### src/rtl/clk_div_gen_if.sv
// Control and status bundle for clk_div_gen: the run request and half-period go in,
// the divided clock, its edge strobes, the activity flag and the rise counter come out.
interface clk_div_gen_if #(
  parameter int CNT_W      = 8,
  parameter int EDGE_CNT_W = 16
);
  logic                  en;
  logic [CNT_W-1:0]      half_period;
  logic                  div_clk;
  logic                  rise_stb;
  logic                  fall_stb;
  logic                  active;
  logic [EDGE_CNT_W-1:0] rise_count;

  modport master (
    output en, half_period,
    input  div_clk, rise_stb, fall_stb, active, rise_count
  );

  modport slave (
    input  en, half_period,
    output div_clk, rise_stb, fall_stb, active, rise_count
  );
endinterface

### src/rtl/clk_div_gen.sv
// Glitch-free programmable clock divider: registered div_clk plus single-cycle rise/fall
// strobes for clk-domain consumers, with a wrapping count of rising edges.
module clk_div_gen #(
  parameter int CNT_W      = 8,
  parameter int EDGE_CNT_W = 16
) (
  input  logic          clk,
  input  logic          rst_n,
  clk_div_gen_if.slave  bus
);

  typedef enum logic [1:0] {IDLE, LOW, HIGH} state_e;

  localparam logic [CNT_W-1:0]      CNT_ONE  = CNT_W'(1);
  localparam logic [EDGE_CNT_W-1:0] EDGE_ONE = EDGE_CNT_W'(1);

  state_e                state_q, state_d;
  logic [CNT_W-1:0]      cnt_q, cnt_d;
  logic [CNT_W-1:0]      hp_q, hp_d;
  logic                  div_clk_q, div_clk_d;
  logic                  rise_stb_q, rise_stb_d;
  logic                  fall_stb_q, fall_stb_d;
  logic [EDGE_CNT_W-1:0] rise_count_q, rise_count_d;
  logic [CNT_W-1:0]      hp_eff;

  assign hp_eff = (bus.half_period == '0) ? CNT_ONE : bus.half_period;

  // The half-period is only re-latched when a low phase starts, keeping each period symmetric.
  always_comb begin
    state_d      = state_q;
    cnt_d        = cnt_q;
    hp_d         = hp_q;
    div_clk_d    = div_clk_q;
    rise_stb_d   = 1'b0;
    fall_stb_d   = 1'b0;
    rise_count_d = rise_count_q;

    unique case (state_q)
      IDLE: begin
        div_clk_d = 1'b0;
        if (bus.en) begin
          hp_d    = hp_eff;
          cnt_d   = hp_eff - CNT_ONE;
          state_d = LOW;
        end
      end
      LOW: begin
        if (!bus.en) begin
          state_d = IDLE;
        end else if (cnt_q != '0) begin
          cnt_d = cnt_q - CNT_ONE;
        end else begin
          div_clk_d    = 1'b1;
          rise_stb_d   = 1'b1;
          rise_count_d = rise_count_q + EDGE_ONE;
          cnt_d        = hp_q - CNT_ONE;
          state_d      = HIGH;
        end
      end
      HIGH: begin
        // A high phase always runs to completion; en only matters at its end.
        if (cnt_q != '0) begin
          cnt_d = cnt_q - CNT_ONE;
        end else begin
          div_clk_d  = 1'b0;
          fall_stb_d = 1'b1;
          if (bus.en) begin
            hp_d    = hp_eff;
            cnt_d   = hp_eff - CNT_ONE;
            state_d = LOW;
          end else begin
            state_d = IDLE;
          end
        end
      end
      default: begin
        state_d   = IDLE;
        div_clk_d = 1'b0;
      end
    endcase
  end

  always_ff @(posedge clk or negedge rst_n) begin
    if (!rst_n) begin
      state_q      <= IDLE;
      cnt_q        <= '0;
      hp_q         <= CNT_ONE;
      div_clk_q    <= 1'b0;
      rise_stb_q   <= 1'b0;
      fall_stb_q   <= 1'b0;
      rise_count_q <= '0;
    end else begin
      state_q      <= state_d;
      cnt_q        <= cnt_d;
      hp_q         <= hp_d;
      div_clk_q    <= div_clk_d;
      rise_stb_q   <= rise_stb_d;
      fall_stb_q   <= fall_stb_d;
      rise_count_q <= rise_count_d;
    end
  end

  assign bus.div_clk    = div_clk_q;
  assign bus.rise_stb   = rise_stb_q;
  assign bus.fall_stb   = fall_stb_q;
  assign bus.active     = (state_q != IDLE);
  assign bus.rise_count = rise_count_q;

endmodule
### src/flat_wrapper.sv
// flat-port wrapper written by rule: the top's interface ports become plain ports
module clk_div_gen_flat 
#(
  parameter int CNT_W      = 8,
  parameter int EDGE_CNT_W = 16
)
  (clk, rst_n, bus_en, bus_half_period, bus_div_clk, bus_rise_stb, bus_fall_stb, bus_active, bus_rise_count);
  clk_div_gen_if #(.CNT_W(CNT_W), .EDGE_CNT_W(EDGE_CNT_W)) bus_i ();
  input  logic clk;
  input  logic rst_n;
  input wire logic [$bits(bus_i.en)-1:0] bus_en;
  input wire logic [$bits(bus_i.half_period)-1:0] bus_half_period;
  output wire logic [$bits(bus_i.div_clk)-1:0] bus_div_clk;
  output wire logic [$bits(bus_i.rise_stb)-1:0] bus_rise_stb;
  output wire logic [$bits(bus_i.fall_stb)-1:0] bus_fall_stb;
  output wire logic [$bits(bus_i.active)-1:0] bus_active;
  output wire logic [$bits(bus_i.rise_count)-1:0] bus_rise_count;
  assign bus_i.en = bus_en;
  assign bus_i.half_period = bus_half_period;
  assign bus_div_clk = bus_i.div_clk;
  assign bus_rise_stb = bus_i.rise_stb;
  assign bus_fall_stb = bus_i.fall_stb;
  assign bus_active = bus_i.active;
  assign bus_rise_count = bus_i.rise_count;
  clk_div_gen #(.CNT_W(CNT_W), .EDGE_CNT_W(EDGE_CNT_W)) u_core (.clk(clk), .rst_n(rst_n), .bus(bus_i));
endmodule
### config.mk
export PLATFORM = sky130hd
export DESIGN_NAME = clk_div_gen_flat
export DESIGN_NICKNAME = d
export VERILOG_FILES = /design/src/rtl/clk_div_gen_if.sv /design/src/rtl/clk_div_gen.sv /design/src/flat_wrapper.sv
export SDC_FILE = /design/constraint.sdc
export NUM_CORES = 1
export LEC_CHECK = 0
export CORE_MARGIN = 2
export CORE_UTILIZATION = 53
export CTS_CLUSTER_SIZE = 20
export DETAILED_ROUTE_END_ITERATION = 7
export GPL_TIMING_DRIVEN = 0
export PLACE_DENSITY_LB_ADDON = 0.2
export REMOVE_ABC_BUFFERS = 1
export SLEW_MARGIN = 15
export SYNTH_ARGS = -nofsm -noshare
export SYNTH_HDL_FRONTEND = slang
export SYNTH_SLANG_ARGS = --single-unit
### constraint.sdc
create_clock -name clk -period 3.5 [get_ports clk]
set_clock_uncertainty 0.1 [all_clocks]
set_input_delay 1.05 -clock clk [delete_from_list [all_inputs] [get_ports clk]]
set_output_delay 1.05 -clock clk [all_outputs]
set_load 0.02 [all_outputs]
==> flow_metrics.tcl <==
set metrics [dict create \
    rr_worst_depth 7 \
    final_common_cell "dfrtp_1" \
    total_power_mw 1.864 \
    clk_latency_ps 300 \
    r2r_end "u_core.cnt_q[4]" \
    r2r_slack_ps 1060 \
    ys_seq_area_share_pct 40.89 \
    cts.sinks 37 \
    slew_headroom_pct 55.16 \
    final_core_util_pct 66.51 \
    grt_pass1_wl_mm 8.342 \
    rows 23 \
    track_usage_pct 21.66 \
    die_area_um2 4817 \
    cp_top_family "compound AO/OA/AOI/OAI gates" \
    regArea_um2 927.1 \
    die_x_um 69.41 \
    overflow 0 \
    hold_path_end "u_core.bus.rise_count[15]" \
    viasPerCell 5.874 \
    crit_path_cell_trace "clkdlybuf4s50_1 > or2_2 > nor3_2 > a21o_1 > inv_1 > ha_1 > nor3b_2 > xnor2_1 > a2111oi_0 > a211o_1" \
    synth_warnings 0 \
    cts_buffer_depth 2 \
    async_flop_share_pct 100.0 \
    crit_path_max_fanout 6 \
    worstMarginPinSlew_ps 670.5 \
    end_kind "register" \
    power.density_nw_per_um2 690.5 \
    coreArea_um2 4058 \
    syn2layout_area_growth_pct 19.04 \
    instances_no_fill 318 \
    final_max_slew_viol_count 0 \
    die_h_um 69.41 \
    status "finished clean" \
    cts_max_level 2 \
    detail-route-antenna-nets 0 \
    power_frac_clock_pct 16.0 \
    io_pins 31 \
    drt_iter0_markers 87 \
    critPathRequiredTime_ps 3630 \
    cts_tree "yes" \
    drive_above_1_share_pct 12.69 \
    combPwrFrac_pct 47.5 \
    synth.cell_area_um2 2267 \
    place_hpwl_mm 3.523 \
    p_leak_nw 1.201 \
    min_from "u_core.bus.rise_count[15]" \
    antenna_cells 0 \
    ctsHoldBuffers 0 \
    irDropWorstVdd_v 0.0003880 \
    worstHoldPathType "reg -> reg" \
    drcViolationCount 0 \
    place_congestion 0.8553 \
    hold_path_depth 1 \
    dr_total_vias 1868 \
    numCtsBuffers 5 \
    crit_path_top_delay_cell "clkdlybuf4s50_1" \
    clk_pin_slew_ps 70 \
    hold_viol_final 0 \
    routed_wl_mm 4.894 \
    swShare_pct 42.60 \
    setup_viol 0 \
    root_buffer "clkbuf_8" \
    fin_crit_sh_pct 96.53 \
    n_fill_cell 351 \
    firstDrtPassIters 4 \
    start_util_pct 55.87 \
    synth_cell_type_count 52 \
    fmax_mhz 296.0 \
    syn_inst 236 \
    rr_startpoint "u_core.cnt_q[0]" \
    whs_ps 364.2 \
    final_cell_mix "dfrtp_1 (36), clkdlybuf4s50_1 (29), nor2_1 (20)" \
    cap_violations 0 \
    fin_nets 286 \
    grt_pass1_vias 1773 \
    synth-main-ff-cell "dfrtp_1" \
    antenna_found_initial 0 \
    slowest_delay_ps 510 \
    synth_area_per_cell_um2 9.607 \
    portBuffers 30 \
    critPathBufInv 2 \
    grt_max_degree 30 \
    path_class "in -> reg" \
    synth_edf_count 0 \
    p_switching_mw 0.7939 \
    pwr-share-seq_pct 36.6 \
    crit_arrival_ps 3510 \
    p_int_mw 1.070 \
    fin_crit_ps 3379 \
    multi_input_area_um2 1251 \
    wl_per_cell_um 15.39 \
    dp.cells 310 \
    ys_ff_latch 37 \
    start_kind "primary input" \
]
==> cell type report <==
class | instances | area share, %
inverters | 15 | 2.086
repair buffers | 31 | 11.68
multi-input cells | 177 | 46.36
clock inverters | 3 | 0.6490
well taps | 50 | 2.318
clock buffers | 5 | 2.550
flip-flops and latches | 37 | 34.35
==> flip-flops by register name (all words and copies together), names as in the netlist <==
signal,count
u_core.cnt_q,8
u_core.bus.div_clk,1
u_core.bus.rise_stb,1
u_core.bus.fall_stb,1
u_core.bus.rise_count,16
u_core.hp_q,8
u_core.state_q,2
==> logic make-up after synthesis <==
group,count (synthesis),synth area share (%)
AOI/OAI and AO/OA,47,14.74
xor gates and xnor gates,26,10.04
adders and majority gates,8,4.415
buffers and inverters,22,4.359
DFF,37,40.89
muxes,9,4.470
and+or+nand+nor,87,21.08
==> how the worst max path moves through the flow <==
| stage | from | endpoint | slack (ps) | cells after the start |
|---|---|---|---|---|
| 2_1_floorplan | bus_half_period[5] | u_core.cnt_q[4] | 610 | 9 |
| 3_5_place_dp | bus_half_period[4] | u_core.cnt_q[6] | -280 | 11 |
| 3_3_place_gp | bus_half_period[4] | u_core.cnt_q[6] | -220 | 11 |
| 5_1_grt | bus_half_period[4] | u_core.cnt_q[6] | -8 | 11 |
| 6_report | bus_half_period[4] | u_core.cnt_q[4] | 120 | 10 |
| 4_1_cts | bus_half_period[4] | u_core.cnt_q[6] | 20 | 11 |
==> routing by layer <==
layer,GRT usage [%],vias up,share of wire [%]
met2,33.76,54,46
met1,29.49,905,47
met5,0,-,0
met4,8.497,0,1.2
li1,-,905,-
met3,4.651,4,5.8
==> cell usage after synthesis (2+ instances only) <==
library cell	count	share of area (%)
xor2_1	15	5.8
xnor2_1	11	4.2
nand2_1	18	3.0
clkbuf_1	3	0.50
buf_4	2	0.66
nand3_1	9	2.0
and3_1	4	1.1
a21oi_1	6	1.3
a211oi_1	2	0.66
or3_1	2	0.55
dfrtp_1	36	40
mux2_2	9	4.5
nor3_1	9	2.0
a32oi_1	4	1.5
nand2b_1	2	0.55
ha_1	8	4.4
a2111oi_0	2	0.77
a21o_1	4	1.3
o221ai_1	3	1.2
or2_2	2	0.55
o31ai_1	3	0.99
nor3_2	2	0.88
a31oi_1	6	1.7
and2_1	2	0.55
nand4_1	3	0.83
o21ai_0	8	1.8
nor3b_1	3	0.99
inv_1	15	2.5
nor2_1	20	3.3
==> per-stage QoR <==
step	setup TNS [ps]	instance area [um^2]	worst slack, ps
after floorplan	0	2225	608.0
after global placement	-410.0	2587	-220.7
after detailed placement	-503.8	2603	-283.4
after CTS	0	2689	21.31
after global routing	-8.401	2699	-8.401
final	0	2699	121.5
==> what timing repair did <==
item / CTS / global route
gates resized for setup: 0 / 2
buffers inserted: 0 / 0
setup endpoints to repair: 0 / 2
endpoints found under the hold margin: 0 / 0
==> power groups by stage <==
| stage | clock, mW | sequential, mW | combinational (mW) |
|---|---|---|---|
| 6_report | 0.297 | 0.681 | 0.885 |
| 5_1_grt | 0.317 | 0.698 | 0.982 |
| 4_1_cts | 0.303 | 0.679 | 0.876 |
| 3_5_place_dp | 0 | 0.686 | 0.873 |
| 3_3_place_gp | 0 | 0.682 | 0.854 |
| 2_1_floorplan | 0 | 0.672 | 0.640 |
==> worst register-to-register path, cell delays in order (launching register included) <==
cell and delay [ps]:
dfrtp_1 410, inv_1 100, ha_1 230, nor4b_4 520, a21oi_1 350, a21oi_1 270
a211oi_1 70, a211o_1 280
(Power assumes the default switching activity.)
